## config.mk

```make
export PLATFORM = sky130hd
export DESIGN_NAME = req_encoder_flat
export DESIGN_NICKNAME = d
export VERILOG_FILES = /design/src/rtl/req_encoder_if.sv /design/src/rtl/req_encoder.sv /design/src/flat_wrapper.sv
export SDC_FILE = /design/constraint.sdc
export NUM_CORES = 1
export LEC_CHECK = 0
export BUFFER_PORTS_ARGS = -buffer_cell sky130_fd_sc_hd__buf_2
export CAP_MARGIN = 0
export CORE_MARGIN = 2
export CORE_UTILIZATION = 47
export CTS_CLUSTER_DIAMETER = 100
export CTS_CLUSTER_SIZE = 20
export DETAILED_ROUTE_END_ITERATION = 10
export PLACE_DENSITY = 0.72
export SLEW_MARGIN = 20
export SYNTH_ARGS = -nofsm -noshare
export SYNTH_HDL_FRONTEND = slang
export SYNTH_SLANG_ARGS = --single-unit
```

## constraint.sdc

```tcl
create_clock -name clk -period 2.3 [get_ports clk]
set_input_delay 0.345 -clock clk [delete_from_list [all_inputs] [get_ports clk]]
set_output_delay 0.345 -clock clk [all_outputs]
set_load 0.01 [all_outputs]
```

## src/rtl/req_encoder_if.sv

```systemverilog
// req_encoder_if: request/grant bundle between the requesting/consuming side and req_encoder.
interface req_encoder_if #(
    parameter int N = 3,
    parameter int M = 8
);
    logic [M-1:0] req;
    logic         ready;
    logic         valid;
    logic [N-1:0] idx;
    logic [M-1:0] pending;
    logic         overflow;
    modport master (output req, ready, input valid, idx, pending, overflow);
    modport slave (input req, ready, output valid, idx, pending, overflow);
endinterface

```

## src/rtl/req_encoder.sv

```systemverilog
// req_encoder: queues one-hot requests and hands them out as binary indices over valid/ready.
// Define REQ_ENCODER_ROUND_ROBIN_EN for round-robin selection; default is lowest index first.
module req_encoder #(
    parameter int N = 3,
    parameter int M = 8
) (
    input logic          clk,
    input logic          reset_n,
    req_encoder_if.slave bus
);
    localparam int W = (M > 2) ? $clog2(M) : 1;
    logic [M-1:0] pending;
    logic [M-1:0] sel_onehot;
    logic [M-1:0] next_pending;
    logic [N-1:0] idx;
    logic [N-1:0] sel_idx;
    logic         valid;
    logic         overflow;
    logic         load;
    int           start;
    // Scan offsets high to low so the lowest offset from start wins.
    function automatic logic [N-1:0] first_set(input logic [M-1:0] p, input int from);
        int j;
        first_set = '0;
        for (int k = M - 1; k >= 0; k--) begin
            j = from + k;
            if (j >= M) j = j - M;
            if (p[j[W-1:0]]) first_set = N'(j);
        end
    endfunction
`ifdef REQ_ENCODER_ROUND_ROBIN_EN
    logic [N-1:0] ptr;
    assign start = int'(ptr) + 1;
    always_ff @(posedge clk or negedge reset_n) begin
        if (!reset_n) ptr <= N'(M - 1);
        else if (load) ptr <= sel_idx;
    end
`else
    assign start = 0;
`endif
    always_comb begin
        sel_idx      = first_set(pending, start);
        load         = (!valid || bus.ready) && |pending;
        sel_onehot   = load ? M'(1) << sel_idx : '0;
        next_pending = (pending & ~sel_onehot) | bus.req;
    end
    always_ff @(posedge clk or negedge reset_n) begin
        if (!reset_n) begin
            pending  <= '0;
            valid    <= 1'b0;
            idx      <= '0;
            overflow <= 1'b0;
        end else begin
            pending  <= next_pending;
            overflow <= |(bus.req & pending & ~sel_onehot);
            valid    <= load || (valid && !bus.ready);
            idx      <= load ? sel_idx : idx;
        end
    end
    assign bus.valid    = valid;
    assign bus.idx      = idx;
    assign bus.pending  = pending;
    assign bus.overflow = overflow;
endmodule

```

## src/flat_wrapper.sv

```systemverilog
// flat-port wrapper written by rule: the top's interface ports become plain ports
module req_encoder_flat 
#(
    parameter int N = 3,
    parameter int M = 8
)
  (clk, reset_n, bus_req, bus_ready, bus_valid, bus_idx, bus_pending, bus_overflow);
  req_encoder_if #(.N(N), .M(M)) bus_i ();
  input logic clk;
  input logic reset_n;
  input wire logic [$bits(bus_i.req)-1:0] bus_req;
  input wire logic [$bits(bus_i.ready)-1:0] bus_ready;
  output wire logic [$bits(bus_i.valid)-1:0] bus_valid;
  output wire logic [$bits(bus_i.idx)-1:0] bus_idx;
  output wire logic [$bits(bus_i.pending)-1:0] bus_pending;
  output wire logic [$bits(bus_i.overflow)-1:0] bus_overflow;
  assign bus_i.req = bus_req;
  assign bus_i.ready = bus_ready;
  assign bus_valid = bus_i.valid;
  assign bus_idx = bus_i.idx;
  assign bus_pending = bus_i.pending;
  assign bus_overflow = bus_i.overflow;
  req_encoder #(.N(N), .M(M)) u_core (.clk(clk), .reset_n(reset_n), .bus(bus_i));
endmodule
```

======== Word-level counts from Yosys, hierarchy flattened ========
Index checks and enable logic that the tools add are counted.
Widths: inputs -> output; s select.
storage, ports and cells
  bits in registers ....................... 13
  bits of input ports ..................... 11
  output and inout port bits .............. 13
cells by class
  shift operators ......................... 1
  mux-type cells .......................... 9
  bitwise operators ....................... 5
  reduce and logical (&&, ||, !) cells .... 8
operators by type and width
  kind                 count
  $and 8x8->8          3
  $mux 3               8
  $reduce_or 8->1      2
  $mux 8               1
  $not 8->8            1
  $or 8x8->8           1
  $shl 1x3->8 const A  1
  $logic_and 1x1->1    2
  $logic_not 1->1      2
  $logic_or 1x1->1     2

======== Logic depth before layout (Yosys ltp) ========
  depth after elaboration ................. 13
  depth in mapped cells ................... 6

======== Worst setup path before layout ========
No wires, ideal clock.
  path kind ............................... reg-to-reg
  from .................................... register u_core.pending[2], in the netlist u_core.bus.pending[2]
  to ...................................... register u_core.overflow, in the netlist u_core.bus.overflow
  library setup time ...................... 0.139 ns
  arrival ................................. 1.699 ns
  required time ........................... 2.161 ns
  slack ................................... 0.462 ns
  cell stages (with the launch flop) ...... 7
  buffers on the path ..................... 1
  period minus slack after synthesis ...... 1.838 ns
  cells stage by stage .................... dfrtp_1 buf_6 nor4_4 and2_4 nand3_2 and3_1 or4_1
on the way
  word-level cells in the longest chain between the ends .. 8
ends and longest elaborated chain
  what                      line               text
  start: declaration        req_encoder.sv:12  logic [M-1:0] pending;
  start signal: assignment  req_encoder.sv:54  pending <= next_pending;
  $mux 3 (3 in series)      req_encoder.sv:28  if (p[j[W-1:0]]) first_set = N'(j);
  $shl 1x3->8               req_encoder.sv:44  sel_onehot = load ? M'(1) << sel_idx : '0;
  $mux 8                    req_encoder.sv:44
  $not 8->8                 req_encoder.sv:55  overflow <= |(bus.req & pending & ~sel_onehot);
  $and 8x8->8 *             req_encoder.sv:55
  $reduce_or 8->1 *         req_encoder.sv:55
  end signal: assignment    req_encoder.sv:55
  end: declaration          req_encoder.sv:18  logic overflow;
Every way passes the cells marked *; elsewhere a longest branch is shown, timed or not.
A chain may end at the register's enable or synchronous reset.

======== Worst setup path after layout ========
  from .................................... register u_core.pending[3], in the netlist u_core.bus.pending[3]
  to ...................................... register u_core.overflow, in the netlist u_core.bus.overflow
on the way
  word-level cells in the longest chain between the ends .. 9
ends and longest elaborated chain
  what                  line
  $mux 3 (4 in series)  req_encoder.sv:28
  $shl 1x3->8           req_encoder.sv:44
  $mux 8                req_encoder.sv:44
  $not 8->8             req_encoder.sv:55
  $and 8x8->8 *         req_encoder.sv:55
  $reduce_or 8->1 *     req_encoder.sv:55
Marks and branches as above.

==> impl_metrics.env <==
export IMPL_fp_dieW_um=42.2
export IMPL_clock_skew_ns=0.00207
export IMPL_post_route_period_util=0.850
export IMPL_drv_slew=0
export IMPL_syn_inst=71
export IMPL_area_growth_pct=21.9
export IMPL_ir_drop_mv=0.341
export IMPL_power_internal_mw=0.327
export IMPL_grt_overflow=0
export IMPL_dp_hpwl_mm=1.12
export IMPL_clock_sinks=13
export IMPL_htree_levels=1
export IMPL_ctsResizeCount=0
export IMPL_synth_top_family_by_area="simple AND/OR/NAND/NOR gates"
export IMPL_post_cts_buffers=0
export IMPL_grt_start_max_net_pins=14
export IMPL_worst_ep_required_time_ns=2.46
export IMPL_dieArea_um2=1780
export IMPL_synth_xor_area_frac=0
export IMPL_grt_pass1_vias=579
export IMPL_fillers=121
export IMPL_cp_slowest_stage_delay_ns=0.46
export IMPL_synth_compound_area_frac=0.194
export IMPL_min_period_ns=1.96
export IMPL_syn_cell_area_um2=684
export IMPL_start_util=0.513
export IMPL_cts_tree="built"
export IMPL_grt_pass1_wl_mm=2.62
export IMPL_synth_seq_cells=13
export IMPL_final_hold_viol_count=0
export IMPL_ys_types=30
export IMPL_viasPerCell=5.51
export IMPL_setup_tns_ns=0
export IMPL_finalSetupViolations=0
export IMPL_ctsRootBufferMaster="clkbuf_4"
export IMPL_nets=108
export IMPL_path_max_fanout=6
export IMPL_yosys_area_share_simple=0.247
export IMPL_diodes=0
export IMPL_grt_antenna_before_repair=0
export IMPL_clk_pin_slew_ns=0.08
export IMPL_drc=0
export IMPL_relSlewSlack=0.641
export IMPL_cts_buffer_depth=2
export IMPL_coreArea_um2=1330
export IMPL_first_iter_violations=23
export IMPL_leakagePower_nw=0.353
export IMPL_placed_cell_area_um2=798
export IMPL_vias=612
export IMPL_cp_end_kind="flop"
export IMPL_cts_buffers=3
export IMPL_grtUsageTotal=0.193
export IMPL_combPwrFrac=0.113
export IMPL_drt_wirelength_per_cell_um=13.6
export IMPL_slowest_stage="dfrtp_1"
export IMPL_synth_adder_area_share=0
export IMPL_rows=13
export IMPL_drt_wl_total_mm=1.51
export IMPL_status="complete, no violations"
export IMPL_met2_length_um=693
export IMPL_crit_type="reg -> reg"
export IMPL_syn_nets=82
export IMPL_cp_data_arrival_time_ns=2.11
export IMPL_ys_warn_count=0
export IMPL_switching_share=0.254
export IMPL_clock_latency_ns=0.28
export IMPL_max_cap_viol_count=0
export IMPL_crit_chain="nor4_4 > nand2_1 > o31ai_1 > o22ai_1 > or4_1"
export IMPL_die_y_um=42.2
export IMPL_max_freq_mhz=511
export IMPL_cts_hold_buf=1
export IMPL_yosysSeqAreaShare=0.475
export IMPL_worstHoldPathCells=3
export IMPL_place_gp_congestion=0.894
export IMPL_power_switching_mw=0.111
export IMPL_muxShareOfSynthArea=0.0329
export IMPL_wl_met3_um=75
export IMPL_tightest_slew_ns=0.534
export IMPL_ioPinCount=24
export IMPL_hold_path_class="in -> reg"
export IMPL_final_layout_size_suffix_gt1_frac=0.333
export IMPL_io_buffer_count=23
export IMPL_reg2reg_depth=5
export IMPL_firstDrtPassIters=4
export IMPL_wl_met1_um=706
export IMPL_fin_area_um2=835
export IMPL_avgSynthCellArea_um2=9.64
export IMPL_pwr_share_clk=0.329
export IMPL_postRouteAntennaNets=0
export IMPL_rsz0062_at_grt="no"
export IMPL_p_per_area_nw_per_um2=525
export IMPL_pwr_share_seq=0.557
export IMPL_routed_top_layer="met4"
export IMPL_critPathLaunchType="flop"
## per-stage QoR
step | setup slack [ns] | utilization | cells | power, mW | hold slack (ns)
after global routing | 0.157 | 0.626 | 111 | 0.458 | 0.247
after floorplan | 0.462 | - | 71 | 0.274 | 0.0494
final | 0.345 | 0.626 | 111 | 0.438 | 0.247
after CTS | 0.356 | 0.626 | 111 | 0.442 | 0.249
after detailed placement | 0.386 | 0.598 | 106 | 0.298 | 0.246
after global placement | 0.371 | 0.598 | 106 | 0.297 | 0.248
## state kept, by name, indices dropped and copies added, names as in the netlist
| signal | count |
|---|---|
| u_core.bus.pending | 8 |
| u_core.bus.idx | 3 |
| u_core.bus.valid | 1 |
| u_core.bus.overflow | 1 |
## synthesized netlist by cell type, drive strengths merged
cell / n / area [um2]
o31ai: 1 / 7.51
nand2b: 3 / 18.8
or2: 1 / 6.26
nor2b: 2 / 12.5
buf: 2 / 16.3
mux2: 2 / 22.5
or4: 1 / 7.51
or3: 1 / 6.26
nand2: 7 / 26.3
nor2: 4 / 15.0
a21o: 4 / 30.0
and3: 1 / 6.26
a22oi: 1 / 7.51
nand3: 1 / 10.0
inv: 4 / 15.0
a211oi: 1 / 7.51
dfrtp: 13 / 325
nor4: 2 / 27.5
a21oi: 2 / 10.0
a32oi: 1 / 8.76
clkbuf: 1 / 3.75
o21ai: 8 / 40.0
o22ai: 2 / 12.5
or2b: 1 / 7.51
and2: 2 / 15.0
nor3: 2 / 10.0
o22a: 1 / 8.76
## final timing paths
kind,from,end,slack [ns]
min,bus_req[3],u_core.bus.pending[3],0.25
min in group asynchronous,reset_n,u_core.bus.idx[2],0.47
max reg2reg,u_core.bus.pending[3],u_core.bus.overflow,0.34
min reg2reg,u_core.bus.idx[2],u_core.bus.idx[2],0.49
max in group asynchronous,reset_n,u_core.bus.pending[6],1.61
max,u_core.bus.pending[3],u_core.bus.overflow,0.34
## worst max-delay path: cells and delay by family, from the launching register on
family	cells	cell delay [ns]
AND/OR/NAND/NOR	3	0.92
flip-flops	1	0.46
AO/OA/AOI/OAI	2	0.45
## cell families after synthesis
family / count (synthesis)
flops: 13
buf+inv: 7
compound gates: 21
mux: 2
simple gates: 28
## metal layers
layer | track usage | up-vias
met2 | 0.302 | 21
met5 | 0 | -
li1 | - | 299
met4 | 0.0938 | 0
met3 | 0.0259 | 5
met1 | 0.262 | 287
## layout make-up
class	count	area (um2)	share of cell area
clock buffers	4	26.3	0.0315
inverters	4	15.0	0.0180
multi-input cells	51	324	0.388
flip-flops and latches	13	325	0.390
well taps	15	18.8	0.0225
repair buffers	24	125	0.150
## cell usage in the layout (no fill, tap or decap), types with 2 or more instances in the layout
| master | n |
|---|---|
| nor3_1 | 2 |
| a21oi_1 | 2 |
| inv_1 | 4 |
| nor2b_1 | 2 |
| nor2_1 | 4 |
| o21ai_0 | 8 |
| mux2_2 | 2 |
| nand2b_1 | 3 |
| clkbuf_4 | 3 |
| buf_2 | 23 |
| a21o_1 | 4 |
| o22ai_1 | 2 |
| nand2_1 | 7 |
| dfrtp_1 | 13 |
## power groups by stage
stage               clock, mW  sequential, mW  combinational, mW
floorplan                   0           0.248             0.0256
global placement            0           0.248             0.0485
detailed placement          0           0.249             0.0487
CTS                     0.148           0.244             0.0504
global route            0.157           0.245             0.0562
finish                  0.144           0.244             0.0497
No activity file was read; power rests on OpenSTA's default activity.
